## src/rtl/mips_decode_stage.sv

```systemverilog
// ============================================================================
// Module  : mips_decode_stage
// Brief   : MIPS instruction decode with RAW scoreboard, writeback bypass and
//           a one-entry registered output stage toward execute.
// Revision: 1.0
// ============================================================================
`default_nettype none

module mips_decode_stage #(
  parameter int BYPASS_EN = 1,
  parameter int RA_REG    = 31
) (
  input  logic        clk,
  input  logic        rst_n,
  input  logic        instr_valid,
  input  logic [31:0] instr,
  output logic        instr_ready,
  output logic [4:0]  read_reg_1,
  output logic [4:0]  read_reg_2,
  input  logic [31:0] read_data_1,
  input  logic [31:0] read_data_2,
  input  logic        wb_valid,
  input  logic [4:0]  wb_reg,
  input  logic [31:0] wb_data,
  output logic [4:0]  write_reg,
  output logic [31:0] write_data,
  output logic        signal_reg_write,
  output logic        id_valid,
  input  logic        id_ready,
  output logic [5:0]  id_opcode,
  output logic [5:0]  id_funct,
  output logic [31:0] id_rs_data,
  output logic [31:0] id_rt_data,
  output logic [31:0] id_imm,
  output logic [4:0]  id_dest,
  output logic        id_reg_write,
  output logic        id_illegal
);

  localparam logic       c_bypass = (BYPASS_EN != 0);
  localparam logic [4:0] c_ra_reg = RA_REG[4:0];

  wire logic [5:0]  w_opcode = instr[31:26];
  wire logic [4:0]  w_rs     = instr[25:21];
  wire logic [4:0]  w_rt     = instr[20:16];
  wire logic [4:0]  w_rd     = instr[15:11];
  wire logic [5:0]  w_funct  = instr[5:0];

  logic        w_use_rs;
  logic        w_use_rt;
  logic [4:0]  w_dest;
  logic        w_rw_raw;
  logic        w_illegal;
  logic        w_zext;
  logic        w_reg_write;
  logic [31:0] w_imm;

  logic        r_id_valid;
  logic [5:0]  r_opcode;
  logic [5:0]  r_funct;
  logic [31:0] r_rs_data;
  logic [31:0] r_rt_data;
  logic [31:0] r_imm;
  logic [4:0]  r_dest;
  logic        r_reg_write;
  logic        r_illegal;
  logic [31:0] r_pending;
  logic [31:0] w_pending_nxt;

  // Field decode: which sources are read, where the result goes.
  always_comb begin
    w_use_rs  = 1'b0;
    w_use_rt  = 1'b0;
    w_dest    = 5'd0;
    w_rw_raw  = 1'b0;
    w_illegal = 1'b0;
    w_zext    = 1'b0;
    case (w_opcode)
      6'h00: begin
        w_use_rs = 1'b1;
        if (w_funct != 6'h08) begin
          w_use_rt = 1'b1;
          w_dest   = w_rd;
          w_rw_raw = 1'b1;
        end
      end
      6'h08, 6'h09, 6'h0A, 6'h0B, 6'h0C, 6'h0D, 6'h23: begin
        w_use_rs = 1'b1;
        w_dest   = w_rt;
        w_rw_raw = 1'b1;
        w_zext   = (w_opcode == 6'h0C) || (w_opcode == 6'h0D);
      end
      6'h0F: begin
        w_dest   = w_rt;
        w_rw_raw = 1'b1;
      end
      6'h2B, 6'h04, 6'h05: begin
        w_use_rs = 1'b1;
        w_use_rt = 1'b1;
      end
      6'h02: ;
      6'h03: begin
        w_dest   = c_ra_reg;
        w_rw_raw = 1'b1;
      end
      default: w_illegal = 1'b1;
    endcase
  end

  assign w_reg_write = w_rw_raw && (w_dest != 5'd0);
  assign w_imm       = w_zext ? {16'h0000, instr[15:0]} : {{16{instr[15]}}, instr[15:0]};

  // A same-cycle writeback to a source both satisfies the hazard and supplies the operand.
  wire logic w_rs_hit = c_bypass && wb_valid && (wb_reg == w_rs) && (w_rs != 5'd0);
  wire logic w_rt_hit = c_bypass && wb_valid && (wb_reg == w_rt) && (w_rt != 5'd0);
  wire logic w_haz_rs = w_use_rs && (w_rs != 5'd0) && r_pending[w_rs] && !w_rs_hit;
  wire logic w_haz_rt = w_use_rt && (w_rt != 5'd0) && r_pending[w_rt] && !w_rt_hit;
  wire logic w_hazard = w_haz_rs || w_haz_rt;

  wire logic w_ready  = (!r_id_valid || id_ready) && !w_hazard;
  wire logic w_accept = instr_valid && w_ready;

  // Clear is applied before set so an accept wins a same-register collision.
  always_comb begin
    w_pending_nxt = r_pending;
    if (wb_valid) w_pending_nxt[wb_reg] = 1'b0;
    if (w_accept && w_reg_write) w_pending_nxt[w_dest] = 1'b1;
    w_pending_nxt[0] = 1'b0;
  end

  always_ff @(posedge clk or negedge rst_n) begin
    if (!rst_n) begin
      r_id_valid  <= 1'b0;
      r_opcode    <= 6'd0;
      r_funct     <= 6'd0;
      r_rs_data   <= 32'd0;
      r_rt_data   <= 32'd0;
      r_imm       <= 32'd0;
      r_dest      <= 5'd0;
      r_reg_write <= 1'b0;
      r_illegal   <= 1'b0;
      r_pending   <= 32'd0;
    end else begin
      r_pending <= w_pending_nxt;
      if (w_accept) begin
        r_id_valid  <= 1'b1;
        r_opcode    <= w_opcode;
        r_funct     <= w_funct;
        r_rs_data   <= w_rs_hit ? wb_data : read_data_1;
        r_rt_data   <= w_rt_hit ? wb_data : read_data_2;
        r_imm       <= w_imm;
        r_dest      <= w_dest;
        r_reg_write <= w_reg_write;
        r_illegal   <= w_illegal;
      end else if (id_ready) begin
        r_id_valid  <= 1'b0;
      end
    end
  end

  assign instr_ready      = w_ready;
  assign read_reg_1       = w_rs;
  assign read_reg_2       = w_rt;
  assign write_reg        = wb_reg;
  assign write_data       = wb_data;
  assign signal_reg_write = wb_valid && (wb_reg != 5'd0);

  assign id_valid     = r_id_valid;
  assign id_opcode    = r_opcode;
  assign id_funct     = r_funct;
  assign id_rs_data   = r_rs_data;
  assign id_rt_data   = r_rt_data;
  assign id_imm       = r_imm;
  assign id_dest      = r_dest;
  assign id_reg_write = r_reg_write;
  assign id_illegal   = r_illegal;

endmodule

`default_nettype wire

```

## config.mk

```make
export PLATFORM = sky130hd
export DESIGN_NAME = mips_decode_stage
export DESIGN_NICKNAME = d
export VERILOG_FILES = /design/src/rtl/mips_decode_stage.sv
export SDC_FILE = /design/constraint.sdc
export NUM_CORES = 1
export LEC_CHECK = 0
export CORE_MARGIN = 3
export CORE_UTILIZATION = 25
export CTS_CLUSTER_SIZE = 28
export DETAILED_ROUTE_END_ITERATION = 10
export PLACE_DENSITY = 0.58
export RECOVER_POWER = 100
export SLEW_MARGIN = 20
export SYNTH_ARGS = -nofsm -noshare
export SYNTH_HDL_FRONTEND = slang
export SYNTH_SLANG_ARGS = --single-unit
export TNS_END_PERCENT = 10
```

## constraint.sdc

```tcl
create_clock -name clk -period 2.2 [get_ports clk]
set_input_delay 0.22 -clock clk [delete_from_list [all_inputs] [get_ports clk]]
set_output_delay 0.22 -clock clk [all_outputs]
set_load 0.05 [all_outputs]
```

==> impl_results.md <==
- Run status: complete, but fails checks
- Failing checks: negative setup slack
- Post-synth top area share: 43.14%
- Hold slack final: 416.7 ps
- Slew HR: 24.88%
- Final-report hold violation count: 0
- Post-synth EDFFs: 0
- Post-synthesis sequential area ratio: 43.14%
- Clock root buffer: clkbuf_16
- Post-Layout Inst Area: 0.01177 mm²
- Number of global-route vias before repair: 6365
- I/O Buffers: 302
- Post-route ant nets: 0
- First-pass GRT wire length: 37140 µm
- Final setup vio count: 127
- Synthesis Warnings: 0
- Setup ws final: -433.9 ps
- # diodes: 0
- Clock slew seen by the registers of the worst setup and hold paths: 70 ps
- Largest area contributor in the netlist: dfrtp_1
- Top FF cell, synth: dfrtp_1
- Max clock buf depth: 2
- Crit. End Element: register
- Post-synth ARST share: 100.0%
- Fillers: 2753
- Distinct cells, synth: between 50 and 60
- # DRC: 0
- Hold Path Class: primary input to register
- Cells after Synth: between 500 and 600
- Routability cong.: 0.7945
- Total GRT Usage: 15.33%
- Post-Syn Nets: 735
- Area Overhead vs Synth: 61.06%
- Seq cells post-synth: 126
- Htree depth: 4
- Tmin final: 2634 ps
- RSZ-0062 raised after global routing: yes
- Data required, critical path: 2500 ps
- Chip height: 177.0 µm
- Most used cell along the critical path: buf_12
- Drt first pass iters: 5
- Bufs and invs on worst path: 6
- Largest cells by area after synthesis: dfrtp_1 (43%), mux2_2 (18%), mux2_4 (8.4%)
- Dpl cell area: about 0.011 mm²
- Arr. time, crit path: 2930 ps
- Fin util: just over 40%
- Die area: 0.03133 mm²
- Initial antenna violation count: 0
- FMAX: 0.3797 GHz
- Synth Area per Inst: ~12 µm²
- Clk sink count: 126
- Inserted Clock Buffers: 17
- Initial core utilization: 25.81%
- Routed len/inst: 18.67 µm
- Overall power: 9565 µW
- Critical path, cell by cell: clkdlybuf4s50_1 > buf_12 > buf_4 > nor2b_1 > a221o_1 > a311o_1 > nand4_4 > o21ai_4 > nor2_4 > buf_12 > buf_12 > clkbuf_16 > mux2_4
- Fin. max-slew vios: 0
- Post-place setup slack: -853.9 ps
- # Max-Cap Violations: 0
- CORE AREA: 0.02832 mm²
- Via density: ~4.5
- Crit Path Category: primary input to register
- Worst Path Max Fanout: 8
- Final HPWL DP: 17910 µm
- IO Pins: about 300
- Critical path's slowest cell: clkdlybuf4s50_1
- DIE WIDTH: 177.0 µm
- Post-Syn Area: 0.007310 mm²
- Largest net degree at the start of global routing: between 60 and 70
- Most common cell in the netlist: dfrtp_1
- Layout Nets: 1054
- Final WL: 24400 µm
- Max VDD drop: approximately 0.00035 V
- DR iter-0 viols: between 300 and 400
- Final clock skew: ~15 ps
- Synth top cells by count: dfrtp_1 (126), mux2_2 (114), o21ai_0 (71), buf_4 (70), mux2_4 (41)
- Clk_lat worst skew: approximately 420 ps
- CP max stage delay: 540 ps
- Grt total ovfl: 0
- Top delay family on crit path: buffers and inverters
- Worst slew pin tran: roughly 1100 ps
- Share of cells above drive strength 1: 34.77%
- Leakage: 0.004941 µW
- Tcrit/Tclk final: 119.7%
- DR vias: slightly below 6000
- TritonCTS clock tree: done
- Pwr Density: 812.5 mW/mm²
- Row cnt: ~60
- CP Launch Type: primary input
-- logic make-up (layout without fill, tap and decap cells) --
group                  Yosys count  count (layout)  synth area share (%)
multiplexers                   175             175                 30.61
flip-flops                     126             126                 43.14
AO/OA/AOI/OAI                  108             108                 9.312
buffers and inverters          105             437                 9.774
AND/OR/NAND/NOR                 73              73                 5.974
XOR/XNOR                        10              10                 1.198
-- sequential cells by signal (all words and copies together), names as in the netlist --
| register | flops |
|---|---|
| id_imm | 12 |
| id_opcode | 6 |
| id_valid | 1 |
| id_rs_data | 32 |
| id_illegal | 1 |
| id_rt_data | 32 |
| id_funct | 5 |
| id_dest | 5 |
| id_reg_write | 1 |
| r_pending | 31 |
-- stage by stage --
step / TNS (ps) / cells
floorplan: -17080 / 597
global placement: -94270 / 1261
detailed placement: -95870 / 1261
CTS: -40900 / 1305
global route: -50170 / 1307
finish: -39640 / 1307
-- layer usage --
layer | track usage, % | wire [µm] | up-vias | share of wire, %
met5 | 0 | 0 | - | 0
met4 | 4.845 | 367 | 0 | 1.5
met3 | 3.754 | 1708 | 24 | 7.0
met2 | 25.79 | 12180 | 271 | 50
met1 | 19.41 | 10140 | 2884 | 42
li1 | - | - | 2765 | -
-- worst register-to-register path, delay by kind of cell (launching register included) --
kind	cells	cell delay, ps
simple gates	2	180
mux	4	1150
flops	1	370
buf+inv	4	590
compound gates	1	240
-- repair_timing --
action / 4_1_cts / 5_1_grt
setup endpoints to repair: 127 / 143
setup buffers: 10 / 1
cloned: 1 / 1
endpoints found under the hold margin: 17 / 0
resized for setup: 23 / 26
hold buffers: 1 / 0
pin swaps: 6 / 3
-- cells in the final DEF, fill, tap and decap left out, drive strengths merged, types with 10 or more instances in the layout --
cell	instances
mux2	155
clkdlybuf4s50	140
dlygate4sd3	130
dfrtp	126
buf	99
o21ai	72
clkbuf	46
nand2	17
nor2	12
mux4	11
inv	10
-- area by class of cell --
type,count,area (µm²),share of cell area [%]
Timing Repair Buffer,400,3921,33.31
Multi-Input combinational cell,366,3642,30.94
Clock inverter,13,131.4,1.116
Sequential cell,126,3153,26.78
Inverter,5,18.77,0.1594
Clock buffer,19,432.9,3.677
Tap cell,378,473.0,4.017
-- final timing paths --
| kind | start | endpoint | slack, ps | cells after the start |
|---|---|---|---|---|
| max in group asynchronous | rst_n | r_pending[31] | 460 | 3 |
| min in group asynchronous | rst_n | id_rs_data[5] | 560 | 2 |
| hold reg to reg | id_opcode[5] | id_opcode[5] | 500 | 2 |
| hold / removal | instr[8] | id_imm[8] | 420 | 2 |
| setup reg to reg | r_pending[19] | id_rt_data[0] | -430 | 11 |
| setup / recovery | instr[16] | id_rt_data[0] | -430 | 13 |
-- power breakdown --
group          internal, µW  total (µW)  switching, µW
registers              2700        2940            239
clock network          1580        2690           1110
logic                  1570        3940           2370
Note: power is estimated with default switching activity, not from simulation.
